--- src/rtl/debounce_passo.sv ---
// debounce_passo: two-button debouncer that turns accepted presses into single-cycle step pulses.
// Define DEBOUNCE_PASSO_AUTO_REPEAT_EN to compile in auto-repeat while a button is held.
module debounce_passo #(
  parameter int DEBOUNCE_CYCLES = 1000000,
  parameter int REPEAT_DELAY    = 25000000,
  parameter int REPEAT_PERIOD   = 10000000
) (
  input  logic clk_2,
  input  logic reset,
  input  logic btn_up,
  input  logic btn_down,
  output logic step,
  output logic step_down,
  output logic up_level,
  output logic down_level
);

  localparam int CW = $clog2(DEBOUNCE_CYCLES + 1);

  if (DEBOUNCE_CYCLES < 2 || DEBOUNCE_CYCLES > (1 << 24) ||
      REPEAT_DELAY < 1 || REPEAT_PERIOD < 1) begin : g_param_check
    $error("debounce_passo: parameter out of range");
  end

`ifdef DEBOUNCE_PASSO_AUTO_REPEAT_EN
  typedef enum logic [1:0] {IDLE, HOLD, REPEAT, BLOCK} state_t;

  localparam int TLIM = (REPEAT_DELAY > REPEAT_PERIOD) ? REPEAT_DELAY : REPEAT_PERIOD;
  localparam int TW   = (TLIM > 2) ? $clog2(TLIM) : 1;
  localparam logic [TW-1:0] TIMER_MAX   = TW'(TLIM - 1);
  localparam logic [TW-1:0] DELAY_LAST  = TW'(REPEAT_DELAY - 1);
  localparam logic [TW-1:0] PERIOD_LAST = TW'(REPEAT_PERIOD - 1);

  logic [TW-1:0] timer_reg;
  logic [TW-1:0] timer_next;
`else
  typedef enum logic [1:0] {IDLE, HOLD, BLOCK} state_t;
`endif

  state_t     state_reg;
  state_t     state_next;
  logic       step_reg;
  logic       step_next;
  logic       dir_reg;
  logic       dir_next;
  logic [1:0] raw;
  logic [1:0] level;
  logic [1:0] level_prev_reg;
  logic [1:0] rise;
  logic       held;
  logic       other;

  // bit 0 = up button, bit 1 = down button throughout
  assign raw = {btn_down, btn_up};

  genvar gi;
  generate
    for (gi = 0; gi < 2; gi++) begin : g_btn
      logic          meta_reg;
      logic          sync_reg;
      logic          level_reg;
      logic [CW-1:0] count_reg;

      // Level flips only after DEBOUNCE_CYCLES+1 consecutive disagreeing samples.
      always_ff @(posedge clk_2 or posedge reset) begin
        if (reset) begin
          meta_reg  <= 1'b0;
          sync_reg  <= 1'b0;
          level_reg <= 1'b0;
          count_reg <= '0;
        end else begin
          meta_reg <= raw[gi];
          sync_reg <= meta_reg;
          if (sync_reg == level_reg) begin
            count_reg <= '0;
          end else if (count_reg == CW'(DEBOUNCE_CYCLES)) begin
            level_reg <= ~level_reg;
            count_reg <= '0;
          end else begin
            count_reg <= count_reg + CW'(1);
          end
        end
      end

      assign level[gi] = level_reg;
    end
  endgenerate

  always_ff @(posedge clk_2 or posedge reset) begin
    if (reset) begin
      state_reg      <= IDLE;
      step_reg       <= 1'b0;
      dir_reg        <= 1'b0;
      level_prev_reg <= 2'b00;
`ifdef DEBOUNCE_PASSO_AUTO_REPEAT_EN
      timer_reg      <= '0;
`endif
    end else begin
      state_reg      <= state_next;
      step_reg       <= step_next;
      dir_reg        <= dir_next;
      level_prev_reg <= level;
`ifdef DEBOUNCE_PASSO_AUTO_REPEAT_EN
      timer_reg      <= timer_next;
`endif
    end
  end

  // dir_reg doubles as "which button owns HOLD/REPEAT"; release beats other-press beats timer.
  always_comb begin
    state_next = state_reg;
    step_next  = 1'b0;
    dir_next   = dir_reg;
    rise       = level & ~level_prev_reg;
    held       = dir_reg ? level[1] : level[0];
    other      = dir_reg ? level[0] : level[1];
`ifdef DEBOUNCE_PASSO_AUTO_REPEAT_EN
    timer_next = (timer_reg == TIMER_MAX) ? timer_reg : timer_reg + TW'(1);
`endif
    case (state_reg)
      IDLE: begin
        if (rise == 2'b11) begin
          state_next = BLOCK;
        end else if (rise != 2'b00) begin
          step_next  = 1'b1;
          dir_next   = rise[1];
          state_next = HOLD;
`ifdef DEBOUNCE_PASSO_AUTO_REPEAT_EN
          timer_next = '0;
`endif
        end
      end
      HOLD: begin
        if (!held) begin
          state_next = IDLE;
        end else if (other) begin
          state_next = BLOCK;
        end
`ifdef DEBOUNCE_PASSO_AUTO_REPEAT_EN
        else if (timer_reg >= DELAY_LAST && !step_reg) begin
          step_next  = 1'b1;
          state_next = REPEAT;
          timer_next = '0;
        end
`endif
      end
`ifdef DEBOUNCE_PASSO_AUTO_REPEAT_EN
      REPEAT: begin
        if (!held) begin
          state_next = IDLE;
        end else if (other) begin
          state_next = BLOCK;
        end else if (timer_reg >= PERIOD_LAST && !step_reg) begin
          step_next  = 1'b1;
          timer_next = '0;
        end
      end
`endif
      BLOCK: begin
        if (level == 2'b00) begin
          state_next = IDLE;
        end
      end
      default: begin
        state_next = IDLE;
      end
    endcase
  end

  assign step       = step_reg;
  assign step_down  = dir_reg;
  assign up_level   = level[0];
  assign down_level = level[1];

endmodule
--- config.mk ---
export PLATFORM = sky130hd
export DESIGN_NAME = debounce_passo
export DESIGN_NICKNAME = d
export VERILOG_FILES = /design/src/rtl/debounce_passo.sv
export SDC_FILE = /design/constraint.sdc
export NUM_CORES = 1
export LEC_CHECK = 0
export CORE_MARGIN = 2
export CORE_UTILIZATION = 35
export CTS_CLUSTER_DIAMETER = 40
export DETAILED_ROUTE_END_ITERATION = 10
export GPL_TIMING_DRIVEN = 1
export SKIP_LAST_GASP = 1
export SLEW_MARGIN = 40
export SYNTH_ARGS = -nofsm -noshare
export SYNTH_HDL_FRONTEND = slang
export SYNTH_SLANG_ARGS = --single-unit
--- constraint.sdc ---
create_clock -name clk_2 -period 3.38 [get_ports clk_2]
set_input_delay 0.338 -clock clk_2 [delete_from_list [all_inputs] [get_ports clk_2]]
set_output_delay 0.338 -clock clk_2 [all_outputs]
set_load 0.02 [all_outputs]
==> flow_summary.ini, run 1 <==
[worst_setup_path]
critical_path.reg2reg.startpoint = g_btn[0].count_reg[0]
critical_path_arrival_ns = 2.42
worst-path-max-fanout = 12
reg2reg_end = g_btn[0].count_reg[12]
path_delay_family = simple AND/OR/NAND/NOR gates
path_cells = inv_1 -> ha_1 -> or4bb_1 -> or4_1 -> o21ai_1 -> buf_4 -> nor2_1
critPathSlowestCell = sky130_fd_sc_hd__or4_1
setup.worst_path.start = g_btn[0].count_reg[0]
endpoint_kind = flop
worst_setup_path_endpoint = g_btn[0].count_reg[12]
critical_path_required_ns = 3.58
timing.critical_path.buf_inv = 2
r2r_slack_ns = 1.16
r2r.worst_path.cells = 7
critical-path-max-stage-delay_ns = 0.56
worstSetupPathType = reg2reg
critical_path.startpoint_type = flop
cp.depth = 7

[run]
max_cap_violations = 0

[logic_synthesis]
synth_edf_count = 0
cell_count_after_synthesis = 252
ys_seq_area_share_pct = 51.01
syn_nets = 262
yosys_register_bits = 52
post_synth.cell_area_avg_um2 = 10.12
synth.distinct_cells = 40
netlist_area_before_placement_um2 = 2551
synth.yosys.warnings = 0
async_reset_ff_share_pct = 100.0
synthFlopType = sky130_fd_sc_hd__dfrtp_1

[routing]
detailroute.via_count = 1847
antenna_left = 0
drt_pre_antenna_iters = 4
route.detailed.vias_per_inst = 5.088
detail_route.iter0.violations = 86
drc = 0
routed_wire_length_per_instance_um = 12.53
wirelength_um = 4549

[timing]
setup_slack_ns = 1.157
final_skew_ns = 0.008691
min_period_ns = 2.223
whs_ns = 0.3534
final_hold_viol_count = 0
achievable-frequency_mhz = 449.9
final-max-slew-violation-count = 0
worst_slew_pin_slew_ns = 0.6814
final_total_negative_setup_slack_ns = 0
grt_setup_unrepaired = false
finalSetupViolCount = 0
timing.slew.headroom_pct = 54.27
final_min_period_over_clock_period_pct = 65.76

[floorplanning]
design.core.area_um2 = 7137
die_area_um2 = 7988
start_util_pct = 35.75
fp-row-count = 31
die-height_um = 89.38
die_w_um = 89.38
io_pins = 8

[power]
power_leakage_uw = 0.001156
powerDensity_nw_per_um2 = 369.3
vdd.ir_drop.worst_uv = 129.9

[layout]
fillers = 727
layout.cells.most_common = sky130_fd_sc_hd__dfrtp_1
final_layout_size_suffix_gt1_share_pct = 9.091
instances_no_fill = 363
multi_input_area_um2 = 1176
layout_area_overhead_pct = 11.08
largest_register_ffs = 40
register_area_um2 = 1301
layout.nets = 273
ant_diodes = 0
final_cell_area_um2 = 2834
layout_common_cells = sky130_fd_sc_hd__dfrtp_1, sky130_fd_sc_hd__nor2_1, sky130_fd_sc_hd__nand3_1, sky130_fd_sc_hd__xor2_1

[clock_tree]
clock_insertion_delay_worst_skew_ns = 0.30
clock-root-buffer = sky130_fd_sc_hd__clkbuf_8
post-cts-setup-buffers = 0
cts_tree = done
cts.clk_slew.worst_paths_ns = 0.09
post_cts_resize_count = 0
numCtsBuffers = 5
cts_htree_levels = 2
cts-hold-fix-buffers = 0
ctsLongestPathBuffers = 2
cts_sinks = 52

[place]
placement.setup.worst_slack_ns = 1.175
detailed_place_hpwl_um = 3101
gp_routability_congestion = 0.8058
dpl-instance-area_um2 = 2741
dpl.cell_count = 355
port_buffer_count = 7

[global_routing]
grt_use_total_pct = 12.99
largest_net_degree_at_the_start_of_global_routing = 53
grt_antenna_before_repair = 0
first_global_vias = 1778
grt_pass1_wl_um = 8197
grt_remaining_overflow = 0

[outcome]
status = finished, final reports clean

[hold_path]
worst_hold_path_type = reg2reg
[cell usage after synthesis (all sizes together) (2+ instances only)]
library cell | count | share of area, %
dfrtp | 52 | 51
nor2 | 32 | 4.7
nand3 | 15 | 3.1
a21oi | 14 | 2.9
xor2 | 14 | 4.8
nand2 | 13 | 1.9
inv | 12 | 1.8
o21ai | 12 | 2.4
xnor2 | 11 | 3.8
nand4 | 8 | 2.2
or3 | 8 | 2.1
or4 | 7 | 2.1
ha | 6 | 2.9
and4 | 5 | 1.8
o31ai | 5 | 1.5
and3 | 4 | 0.98
nor3 | 4 | 0.78
or4b | 4 | 1.7
buf | 3 | 0.69
clkbuf | 3 | 0.44
mux2 | 3 | 1.3
nor4 | 3 | 0.74
nor4b | 3 | 1.0
mux2i | 2 | 0.78
nand2b | 2 | 0.49
nand3b | 2 | 0.59
nor3b | 2 | 0.59
[worst min-delay path by stage]
| stage | start | depth (start not counted) | slack, ns | end |
|---|---|---|---|---|
| floorplan | g_btn[0].meta_reg | 0 | 0.33 | g_btn[0].sync_reg |
| global placement | g_btn[0].meta_reg | 0 | 0.33 | g_btn[0].sync_reg |
| detailed placement | g_btn[1].meta_reg | 0 | 0.33 | g_btn[1].sync_reg |
| CTS | g_btn[1].meta_reg | 0 | 0.36 | g_btn[1].sync_reg |
| global route | g_btn[0].meta_reg | 0 | 0.38 | g_btn[0].sync_reg |
| finish | g_btn[1].meta_reg | 0 | 0.35 | g_btn[1].sync_reg |
[kinds of logic after synthesis]
group	synth area share, %
compound gates	6.719
xor+xnor	8.583
fa+ha+maj	2.943
buf+inv	2.894
flops	51.01
mux	2.109
simple gates	25.75
[power breakdown]
group / internal (uW) / switching, uW
Combinational: 14.3 / 29.3
Sequential: 630 / 8.72
Clock: 164 / 201
[per-layer routing]
layer  share of wire (%)  vias up  wire, um  GRT usage (%)
li1                    -      913         -              -
met1                  52      905      2344          18.69
met2                  44       24      2013          19.60
met5                   0        -         0              0
met4                 1.4        0        65          4.071
met3                 2.8        5       126          2.770
[cell type report]
cell class                 count  area share (%)
clock buffer                   6           2.914
clock inverter                 2          0.3532
inverter                      12           1.678
multi-input combinational    182           41.50
sequential                    52           45.92
tap                           99           4.371
timing repair buffer          10           3.267
[worst register-to-register path, delay by kind of cell, from the launching register on]
kind | cells | cell delay (ns)
DFF | 1 | 0.43
AOI/OAI and AO/OA | 1 | 0.18
buffers and inverters | 2 | 0.28
and+or+nand+nor | 3 | 1.10
adders and majority gates | 1 | 0.13
[stage by stage]
stage          util, %  power (uW)
4_1_cts          39.71        1064
3_3_place_gp     38.38       694.4
2_1_floorplan        -       679.1
5_1_grt          39.71        1098
6_report         39.71        1047
3_5_place_dp     38.41       696.3
Note: power is estimated with default switching activity, not from simulation.
==> run 2, diff against run 1 <==
- clock period: 3.38 -> 1.8 ns (I/O delays scaled with it)
==> flow_summary.ini, run 2 (synthesis results as in run 1) <==
[layout]
ant_diodes = 0
layout.nets = 312
layout_area_overhead_pct = 25.70
largest_register_ffs = 40
final_layout_size_suffix_gt1_share_pct = 24.75
fillers = 702
finish.utilization_pct = 44.93
layout.cells.most_common = sky130_fd_sc_hd__dfrtp_1
multi_input_area_um2 = 1237
register_area_um2 = 1301
layout_common_cells = sky130_fd_sc_hd__dfrtp_1, sky130_fd_sc_hd__buf_4, sky130_fd_sc_hd__nor2_1

[worst_setup_path]
worstSetupPathType = reg2reg
critical_path.startpoint_type = flop
endpoint_kind = flop
worst-path-max-fanout = 2
r2r.worst_path.cells = 6
critical_path_required_ns = 1.99
critical-path-max-stage-delay_ns = 0.58
critPathSlowestCell = sky130_fd_sc_hd__or4_4
setup.worst_path.start = g_btn[0].count_reg[0]
critical_path.reg2reg.startpoint = g_btn[0].count_reg[0]
r2r_slack_ns = -0.26
critical_path_arrival_ns = 2.25
path_cells = inv_1 -> ha_1 -> or4bb_1 -> or4_4 -> nor2_4 -> mux2_4
worst_setup_path_endpoint = up_level
reg2reg_end = up_level

[routing]
detail_route.iter0.violations = 57
route.detailed.vias_per_inst = 4.886
antenna_left = 0
wirelength_um = 4849
detailroute.via_count = 1964
drc = 0
routed_wire_length_per_instance_um = 12.06
drt_pre_antenna_iters = 4

[timing]
final_hold_viol_count = 0
grt_setup_unrepaired = true
finalSetupViolCount = 21
timing.slew.headroom_pct = 77.14
final_skew_ns = 0.005522
min_period_ns = 2.060
final_min_period_over_clock_period_pct = 114.4
final_total_negative_setup_slack_ns = -5.171
final-max-slew-violation-count = 0
achievable-frequency_mhz = 485.4
worst_slew_pin_slew_ns = 0.3397
setup_slack_ns = -0.2600

[global_routing]
met2_track_demand_over_resource_in_global_routing_pct = 19.46
grt_use_total_pct = 13.15
met1_usage_pct = 19.08
grt_pass1_wl_um = 8114
largest_net_degree_at_the_start_of_global_routing = 53
globalRoute.busiestLayer = met2
first_global_vias = 1756
grt_remaining_overflow = 0
grt_antenna_before_repair = 0
use_met3_pct = 2.216

[clock_tree]
clock_insertion_delay_worst_skew_ns = 0.30
cts_htree_levels = 2
cts.clk_slew.worst_paths_ns = 0.09
cts-hold-fix-buffers = 0
cts_tree = done
ctsLongestPathBuffers = 2
cts_sinks = 52
clock-root-buffer = sky130_fd_sc_hd__clkbuf_8
numCtsBuffers = 5

[floorplanning]
design.core.area_um2 = 7137
die-height_um = 89.38
io_pins = 8
fp-row-count = 31
die_w_um = 89.38
die_area_um2 = 7988
start_util_pct = 35.75

[power]
vdd.ir_drop.worst_uv = 244.7
powerDensity_nw_per_um2 = 623.6
power_leakage_uw = 0.001351

[place]
detailed_place_hpwl_um = 3589
gp_routability_congestion = 0.8057
placement.setup.worst_slack_ns = -0.2534
port_buffer_count = 7

[run]
max_cap_violations = 0

[hold_path]
worst_hold_path_type = in2async

[outcome]
status = finished with violations
failed_checks = negative setup slack
[run 2: worst min path at each step]
stage	end	slack, ns	cells past startpoint
final	g_btn[0].count_reg[0]	0.22	3
after global routing	g_btn[1].meta_reg	0.27	3
after CTS	g_btn[1].meta_reg	0.24	3
after detailed placement	g_btn[0].sync_reg	0.35	0
after global placement	g_btn[1].sync_reg	0.34	0
after floorplan	g_btn[0].meta_reg	0.21	0
[run 2: stage by stage]
| stage | std cells | total power [uW] | instance area (um2) | hold slack, ns |
|---|---|---|---|---|
| finish | 402 | 2000 | 3207 | 0.2227 |
| global placement | 392 | 1332 | 3052 | 0.3359 |
| detailed placement | 392 | 1334 | 3052 | 0.3471 |
| CTS | 400 | 2013 | 3152 | 0.2368 |
| global route | 402 | 2090 | 3207 | 0.2709 |
| floorplan | 252 | 1277 | 2576 | 0.2114 |
[run 2: where the power goes]
part	switching, uW	internal, uW
combinational	69.8	56.4
sequential	10.6	1180
clock	366	314
[run 2: metal layers]
| layer | vias up | part of all wire, % |
|---|---|---|
| met5 | - | 0 |
| met2 | 25 | 44 |
| met3 | 7 | 2.2 |
| met1 | 941 | 52 |
| li1 | 991 | - |
| met4 | 0 | 2.0 |
[run 2: what timing repair did]
action,CTS,global route
gates resized for setup,3,11
setup endpoints to repair,21,22
pin swaps,1,2
buffers inserted,0,2
endpoints found under the hold margin,0,0
gates cloned,0,0
[run 2: area by class of cell]
| type | instances | area share (%) |
|---|---|---|
| timing repair buffer | 49 | 12.76 |
| sequential | 52 | 40.58 |
| multi-input combinational | 182 | 38.59 |
| inverter | 12 | 1.405 |
| clock buffer | 8 | 2.809 |
| tap | 99 | 3.863 |
[run 2: critical path: cells and delay by family, from the launching register on]
kind,cells,cell delay [ns]
flip-flops,1,0.39
adder cells (fa/ha/maj),1,0.13
AND/OR/NAND/NOR,3,1.08
buffers and inverters,1,0.06
multiplexers,1,0.30
